**src/rtl/queue_rf_mc_if.sv**
```systemverilog
// queue_rf_mc_if: push/pop ports and per-channel status of queue_rf_mc.
// QUEUE_RF_MC_ERR_EN adds sticky overflow/underflow flags and their clear.
interface queue_rf_mc_if #(parameter int N = 4, parameter int W = 32, parameter int C = 4);
  localparam int A = $clog2(N);
  localparam int CW = $clog2(C);
  logic i_push;
  logic [CW-1:0] i_push_ch;
  logic [W-1:0] i_push_dat;
  logic i_pop;
  logic [CW-1:0] i_pop_ch;
  logic [W-1:0] o_pop_dat;
  logic [C-1:0] o_full_w;
  logic [C-1:0] o_empty_w;
  logic [C*(A+1)-1:0] o_cnt_w;
`ifdef QUEUE_RF_MC_ERR_EN
  logic [C-1:0] o_ovf_err;
  logic [C-1:0] o_udf_err;
  logic i_err_clr;
  modport master(output i_push, i_push_ch, i_push_dat, i_pop, i_pop_ch, i_err_clr,
                 input o_pop_dat, o_full_w, o_empty_w, o_cnt_w, o_ovf_err, o_udf_err);
  modport slave(input i_push, i_push_ch, i_push_dat, i_pop, i_pop_ch, i_err_clr,
                output o_pop_dat, o_full_w, o_empty_w, o_cnt_w, o_ovf_err, o_udf_err);
`else
  modport master(output i_push, i_push_ch, i_push_dat, i_pop, i_pop_ch,
                 input o_pop_dat, o_full_w, o_empty_w, o_cnt_w);
  modport slave(input i_push, i_push_ch, i_push_dat, i_pop, i_pop_ch,
                output o_pop_dat, o_full_w, o_empty_w, o_cnt_w);
`endif
endinterface

```
**src/rtl/queue_rf_mc.sv**
```systemverilog
// queue_rf_mc: C independent N-deep FIFOs statically partitioned in one shared register file.
// Optional QUEUE_RF_MC_ERR_EN adds sticky per-channel overflow/underflow error flags.
module queue_rf_mc #(
  parameter int N = 4,
  parameter int W = 32,
  parameter int C = 4,
  parameter int FLOP_OUT = 0
) (
  input logic clk,
  input logic rst,
  queue_rf_mc_if.slave q
);
  localparam int A = $clog2(N);
  localparam int CW = $clog2(C);
  localparam logic [A:0] FULL = (A+1)'(N);
  if (FLOP_OUT != 0) begin : g_flop_out_chk
    $error("queue_rf_mc: FLOP_OUT is not supported and must be 0");
  end
  logic [W-1:0] rf [C*N];
  logic [A-1:0] rd_ptr [C];
  logic [A-1:0] wr_ptr [C];
  logic [A:0] cnt [C];
  logic pop_ok, push_ok;
  logic [C-1:0] push_hit, pop_hit;
  // a full channel still takes a push when the same cycle pops it
  always_comb begin
    pop_ok = q.i_pop & (cnt[q.i_pop_ch] != '0);
    push_ok = q.i_push & ((cnt[q.i_push_ch] != FULL) | (pop_ok & (q.i_push_ch == q.i_pop_ch)));
    push_hit = '0;
    pop_hit = '0;
    for (int c = 0; c < C; c++) begin
      push_hit[c] = push_ok & (q.i_push_ch == CW'(c));
      pop_hit[c] = pop_ok & (q.i_pop_ch == CW'(c));
    end
  end
  always_ff @(posedge clk)
    if (push_ok & ~rst) rf[{q.i_push_ch, wr_ptr[q.i_push_ch]}] <= q.i_push_dat;
  always_ff @(posedge clk) begin
    for (int c = 0; c < C; c++) begin
      if (rst) begin
        rd_ptr[c] <= '0;
        wr_ptr[c] <= '0;
        cnt[c] <= '0;
      end else begin
        if (push_hit[c]) wr_ptr[c] <= wr_ptr[c] + A'(1);
        if (pop_hit[c]) rd_ptr[c] <= rd_ptr[c] + A'(1);
        cnt[c] <= cnt[c] + (A+1)'(push_hit[c]) - (A+1)'(pop_hit[c]);
      end
    end
  end
  always_comb begin
    q.o_pop_dat = rf[{q.i_pop_ch, rd_ptr[q.i_pop_ch]}];
    q.o_full_w = '0;
    q.o_empty_w = '0;
    q.o_cnt_w = '0;
    for (int c = 0; c < C; c++) begin
      q.o_full_w[c] = cnt[c] == FULL;
      q.o_empty_w[c] = cnt[c] == '0;
      q.o_cnt_w[c*(A+1) +: A+1] = cnt[c];
    end
  end
`ifdef QUEUE_RF_MC_ERR_EN
  logic [C-1:0] ovf_err, udf_err, ovf_set, udf_set;
  always_comb begin
    ovf_set = '0;
    udf_set = '0;
    for (int c = 0; c < C; c++) begin
      ovf_set[c] = q.i_push & ~push_ok & (q.i_push_ch == CW'(c));
      udf_set[c] = q.i_pop & ~pop_ok & (q.i_pop_ch == CW'(c));
    end
  end
  // a new error in the clearing cycle survives the clear
  always_ff @(posedge clk) begin
    if (rst) begin
      ovf_err <= '0;
      udf_err <= '0;
    end else begin
      ovf_err <= (q.i_err_clr ? '0 : ovf_err) | ovf_set;
      udf_err <= (q.i_err_clr ? '0 : udf_err) | udf_set;
    end
  end
  assign q.o_ovf_err = ovf_err;
  assign q.o_udf_err = udf_err;
`endif
endmodule

```
**src/flat_wrapper.sv**
```systemverilog
// flat-port wrapper written by rule: the top's interface ports become plain ports
module queue_rf_mc_flat 
#(
  parameter int N = 4,
  parameter int W = 32,
  parameter int C = 4,
  parameter int FLOP_OUT = 0
)
  (clk, rst, q_i_push, q_i_push_ch, q_i_push_dat, q_i_pop, q_i_pop_ch, q_o_pop_dat, q_o_full_w, q_o_empty_w, q_o_cnt_w);
  queue_rf_mc_if #(.N(N), .W(W), .C(C)) q_i ();
  input logic clk;
  input logic rst;
  input wire logic [$bits(q_i.i_push)-1:0] q_i_push;
  input wire logic [$bits(q_i.i_push_ch)-1:0] q_i_push_ch;
  input wire logic [$bits(q_i.i_push_dat)-1:0] q_i_push_dat;
  input wire logic [$bits(q_i.i_pop)-1:0] q_i_pop;
  input wire logic [$bits(q_i.i_pop_ch)-1:0] q_i_pop_ch;
  output wire logic [$bits(q_i.o_pop_dat)-1:0] q_o_pop_dat;
  output wire logic [$bits(q_i.o_full_w)-1:0] q_o_full_w;
  output wire logic [$bits(q_i.o_empty_w)-1:0] q_o_empty_w;
  output wire logic [$bits(q_i.o_cnt_w)-1:0] q_o_cnt_w;
  assign q_i.i_push = q_i_push;
  assign q_i.i_push_ch = q_i_push_ch;
  assign q_i.i_push_dat = q_i_push_dat;
  assign q_i.i_pop = q_i_pop;
  assign q_i.i_pop_ch = q_i_pop_ch;
  assign q_o_pop_dat = q_i.o_pop_dat;
  assign q_o_full_w = q_i.o_full_w;
  assign q_o_empty_w = q_i.o_empty_w;
  assign q_o_cnt_w = q_i.o_cnt_w;
  queue_rf_mc #(.N(N), .W(W), .C(C), .FLOP_OUT(FLOP_OUT)) u_core (.clk(clk), .rst(rst), .q(q_i));
endmodule
```
**config.mk**
```make
export PLATFORM = sky130hd
export DESIGN_NAME = queue_rf_mc_flat
export DESIGN_NICKNAME = d
export VERILOG_FILES = /design/src/rtl/queue_rf_mc_if.sv /design/src/rtl/queue_rf_mc.sv /design/src/flat_wrapper.sv
export SDC_FILE = /design/constraint.sdc
export NUM_CORES = 1
export LEC_CHECK = 0
export BUFFER_PORTS_ARGS = -buffer_cell sky130_fd_sc_hd__buf_2
export CELL_PAD_IN_SITES_DETAIL_PLACEMENT = 2
export CELL_PAD_IN_SITES_GLOBAL_PLACEMENT = 2
export CORE_MARGIN = 3
export CORE_UTILIZATION = 52
export CTS_CLUSTER_DIAMETER = 50
export DETAILED_ROUTE_END_ITERATION = 7
export GPL_ROUTABILITY_DRIVEN = 0
export HOLD_SLACK_MARGIN = 0.02
export PLACE_DENSITY = 0.82
export SKIP_LAST_GASP = 1
export SLEW_MARGIN = 20
export SYNTH_ARGS = -nofsm -noshare
export SYNTH_HDL_FRONTEND = slang
export SYNTH_SLANG_ARGS = --single-unit
```
**constraint.sdc**
```tcl
create_clock -name clk -period 11.3 [get_ports clk]
set_input_delay 2.26 -clock clk [delete_from_list [all_inputs] [get_ports clk]]
set_output_delay 2.26 -clock clk [all_outputs]
set_load 0.01 [all_outputs]
```
==> impl_metrics.ini, run 1 <==
[die]
die_w_um = 212
die_h_um = 212
start_util_pct = 53.2
io_pins = 92
core.rowCount = 74

[clock_network]
cts_root_buf = clkbuf_16
cts_sinks = 540
cts_max_path_buffers = 3
postCtsHoldBufs = 0
htree_levels = 2
numCtsBuffers = 58
postCtsSetupRepairBufs = 0
postCtsResizedCells = 0

[logic_synthesis]
synth_ff_type = edfxtp_1
async_flop_share_pct = 0
synthXorXnorAreaFrac_pct = 0.718
syn_area_per_cell_um2 = 19.9
synth-compound-area-share_pct = 0.490
synth-simple-area-share_pct = 2.11
synth-edff-count = 528
synth_most_common_cell = edfxtp_1
synth_top_area_share_pct = 72.2
synth_commonest_cells = edfxtp_1 (528), mux2i_1 (288), mux4_2 (65), nor3_1 (40), buf_6 (23)
ys_ff_latch = 540
synthCells = 1106
synth_adder_area_share_pct = 0.820
synth_top_family_by_area = multiplexers
synth.distinct_cells = 35
ys_seq_area_share_pct = 73.3
netlist_area_um2 = 22000
ys_top_cells_by_area = edfxtp_1 (72%), mux2i_1 (13%), mux4_2 (6.7%)
synth.largest_area_cell = edfxtp_1
ys_warn_count = 0
syn_nets = 1158
synth_mux_area_share_pct = 20.3

[status]
lastStage = 4_1_cts
error_line = [ERROR DPL-0033] detailed placement checks failed during check placement.
outcome = aborted with a tool error

[place]
place_area_um2 = 23000
portBuffers = 91
hpwl_mm = 36.6
## metrics by stage
step	cells	util [%]	hold slack [ps]	worst slack, ps
after detailed placement	1700	55.6	597	2700
after global placement	1700	55.6	576	2860
after floorplan	1106	-	580	4930
## cell families after synthesis
family                     after synthesis
xor gates and xnor gates                18
and+or+nand+nor                         91
DFF                                    540
buffers and inverters                   74
AOI/OAI and AO/OA                       14
adders and majority gates               12
muxes                                  357
==> run 2: changes to the inputs <==
--- a/config.mk
+++ b/config.mk
@@ -6,15 +6,11 @@
 export NUM_CORES = 1
 export LEC_CHECK = 0
 export BUFFER_PORTS_ARGS = -buffer_cell sky130_fd_sc_hd__buf_2
-export CELL_PAD_IN_SITES_DETAIL_PLACEMENT = 2
-export CELL_PAD_IN_SITES_GLOBAL_PLACEMENT = 2
 export CORE_MARGIN = 3
-export CORE_UTILIZATION = 52
-export CTS_CLUSTER_DIAMETER = 50
+export CORE_UTILIZATION = 40
 export DETAILED_ROUTE_END_ITERATION = 7
 export GPL_ROUTABILITY_DRIVEN = 0
-export HOLD_SLACK_MARGIN = 0.02
-export PLACE_DENSITY = 0.82
+export PLACE_DENSITY_LB_ADDON = 0.15
 export SKIP_LAST_GASP = 1
 export SLEW_MARGIN = 20
 export SYNTH_ARGS = -nofsm -noshare
==> run 2 against run 1 <==
The flow now finishes without violations; synthesized area did not move; synthesized cell count unchanged.
==> impl_metrics.ini, run 2 <==
[detailed_routing]
drc_errors = 0
vias = 10200
detail_route.iter0.violations = 739
drt-total-wl_mm = 45.2
routed_via_density = 5.17
drt_pass1_iterations = 5
drt.antenna.violating_nets = 0
wl_per_cell_um = 23.0

[critical_path]
worst_setup_path_end_kind = output port
r2r_end = u_core.rf[4][16]
ff2ff_setup_slack_ps = 7840
cp_slowest_stage_delay_ps = 990
path_max_fanout = 41
arrival_ps = 5800
crit_chain = buf_4 -> mux4_4 -> buf_4 -> mux2i_1 -> mux4_2 -> mux2i_1 -> buf_2
cpLargestDelayFamily = multiplexers
crit_start = q_i_pop_ch[1]
ff2ff_path_depth = 7
startpoint_type = input port
crit_buf_inv = 3
criticalPathCategory = in -> out
crit_cells = 7
critPathSlowestCell = mux4_4
endpoint = q_o_pop_dat[30]
crit_required_ps = 9040
crit-reg2reg-launch = u_core.cnt[2][1]

[sta]
min_period_ps = 8060
finalSetupViolCount = 0
whs_ps = 581
fin_setup_tns_ps = 0
skew_ps = 11.7
max_slew_margin_pct = 32.3
period_share_pct = 71.3
max_freq_mhz = 124
hold_viol_final = 0
rsz0062_at_grt = false
tightest_slew_ps = 1020
drv_slew = 0

[clock_network]
cts_tree = done
cts_root_buf = clkbuf_16
htree_levels = 2
cts_max_path_buffers = 3
postCtsResizedCells = 0
postCtsSetupRepairBufs = 0
cts_sinks = 540
postCtsHoldBufs = 0
numCtsBuffers = 56
insertion_delay_ps = 590
path_clk_slew_ps = 50

[logic_synthesis]
ys_warn_count = 0
syn_area_per_cell_um2 = 19.9
ys_ff_latch = 540
synth_commonest_cells = edfxtp_1 (528), mux2i_1 (288), mux4_2 (65), nor3_1 (40), buf_6 (23)
synth.distinct_cells = 35
synth_top_area_share_pct = 72.2
synth_ff_type = edfxtp_1
synth-edff-count = 528
synth.largest_area_cell = edfxtp_1
ys_seq_area_share_pct = 73.3
ys_top_cells_by_area = edfxtp_1 (72%), mux2i_1 (13%), mux4_2 (6.7%)
netlist_area_um2 = 22000
syn_nets = 1158
synthCells = 1106
async_flop_share_pct = 0
synth_most_common_cell = edfxtp_1

[status]
outcome = complete, no violations

[layout]
fillers = 4605
final_common_cell = edfxtp_1
diodes = 0
drive_gt1_share_pct = 22.2
fin_nets = 1280
layout_common_cells = edfxtp_1 (528), mux2i_1 (288), buf_2 (89), mux4_2 (63), clkbuf_16 (57)
final_area_um2 = 24900
fin_util_pct = 46.1
largest_register_ffs = 512
area_delta_synth_final_pct = 13.4

[power_and_ir_drop]
ir_drop_v = 0.000117
power.total_mw = 4.41
power.density_nw_per_um2 = 177
p_leak_nw = 8.41

[global_routing]
grt_max_degree = 75
antenna_found_initial = 2
grt_pass1_vias = 10500
grt_pass1_wl_mm = 68.1
grt_use_total_pct = 16.0
globalRoute.totalOverflow = 0

[die]
die_w_um = 240
core_um2 = 54000
start_util_pct = 40.7
core.rowCount = 85
die_area_um2 = 57800
io_pins = 92
die_h_um = 240

[place]
hpwl_mm = 24.2
place_area_um2 = 23200
portBuffers = 91

[flow_run]
drv_cap = 0

[hold_path]
hold_path_class = reg -> reg
## run 2: cell counts after synthesis
No cell type changed its count.
## run 2: worst min path at each step
| stage | slack, ps | start | to | cells after the start |
|---|---|---|---|---|
| floorplan | 580 | u_core.cnt[2][2] | u_core.cnt[2][2] | 2 |
| global placement | 570 | u_core.cnt[1][2] | u_core.cnt[1][2] | 2 |
| detailed placement | 570 | u_core.cnt[1][2] | u_core.cnt[1][2] | 2 |
| CTS | 580 | u_core.cnt[2][2] | u_core.cnt[2][2] | 2 |
| global route | 620 | u_core.cnt[2][2] | u_core.cnt[2][2] | 2 |
| finish | 580 | u_core.cnt[2][2] | u_core.cnt[2][2] | 2 |
## run 2: layout make-up
class                      count  area, um2  area share [%]
clock buffer                  67       1460            5.88
clock inverter                35        265            1.06
inverter                      18       67.6           0.271
multi-input combinational    492       5450            21.9
sequential                   540      16100            64.6
tap                          696        871            3.50
timing repair buffer         120        703            2.82
## run 2: power by group
| group | total [mW] | leakage [nW] | internal (mW) | switching [mW] |
|---|---|---|---|---|
| Combinational | 0.415 | 2.67 | 0.182 | 0.232 |
| Sequential | 2.25 | 4.88 | 2.23 | 0.0163 |
| Clock | 1.74 | 0.858 | 1.01 | 0.734 |
| Total | 4.41 | 8.41 | 3.42 | 0.983 |
## run 2: worst min-delay path, cell delays in order, from the launching register on
cell     delay (ps)
dfxtp_1         350
xnor2_1         160
nor2_1           40
## run 2: kinds of logic (layout without fill, tap and decap cells)
logic type | Yosys count | in the layout | share of synthesized area, %
flip-flops | 540 | 540 | 73.3
multiplexers | 357 | 357 | 20.3
AND/OR/NAND/NOR | 91 | 91 | 2.11
adder cells (fa/ha/maj) | 12 | 12 | 0.820
buffers and inverters | 74 | 240 | 2.31
AO/OA/AOI/OAI | 14 | 14 | 0.490
XOR/XNOR | 18 | 18 | 0.718
## run 2: layer usage
| layer | vias up | wire length, um | global-route usage, % |
|---|---|---|---|
| met2 | 142 | 22000 | 26.5 |
| met5 | - | 27 | 0 |
| li1 | 4688 | - | - |
| met4 | 4 | 974 | 4.59 |
| met1 | 5270 | 20700 | 22.0 |
| met3 | 78 | 1570 | 2.41 |
## run 2: through the flow
step,cells,setup slack (ps)
finish,1968,3240
floorplan,1106,4930
CTS,1968,3190
global placement,1866,3240
global route,1968,3110
detailed placement,1866,3200
(Power assumes the default switching activity.)
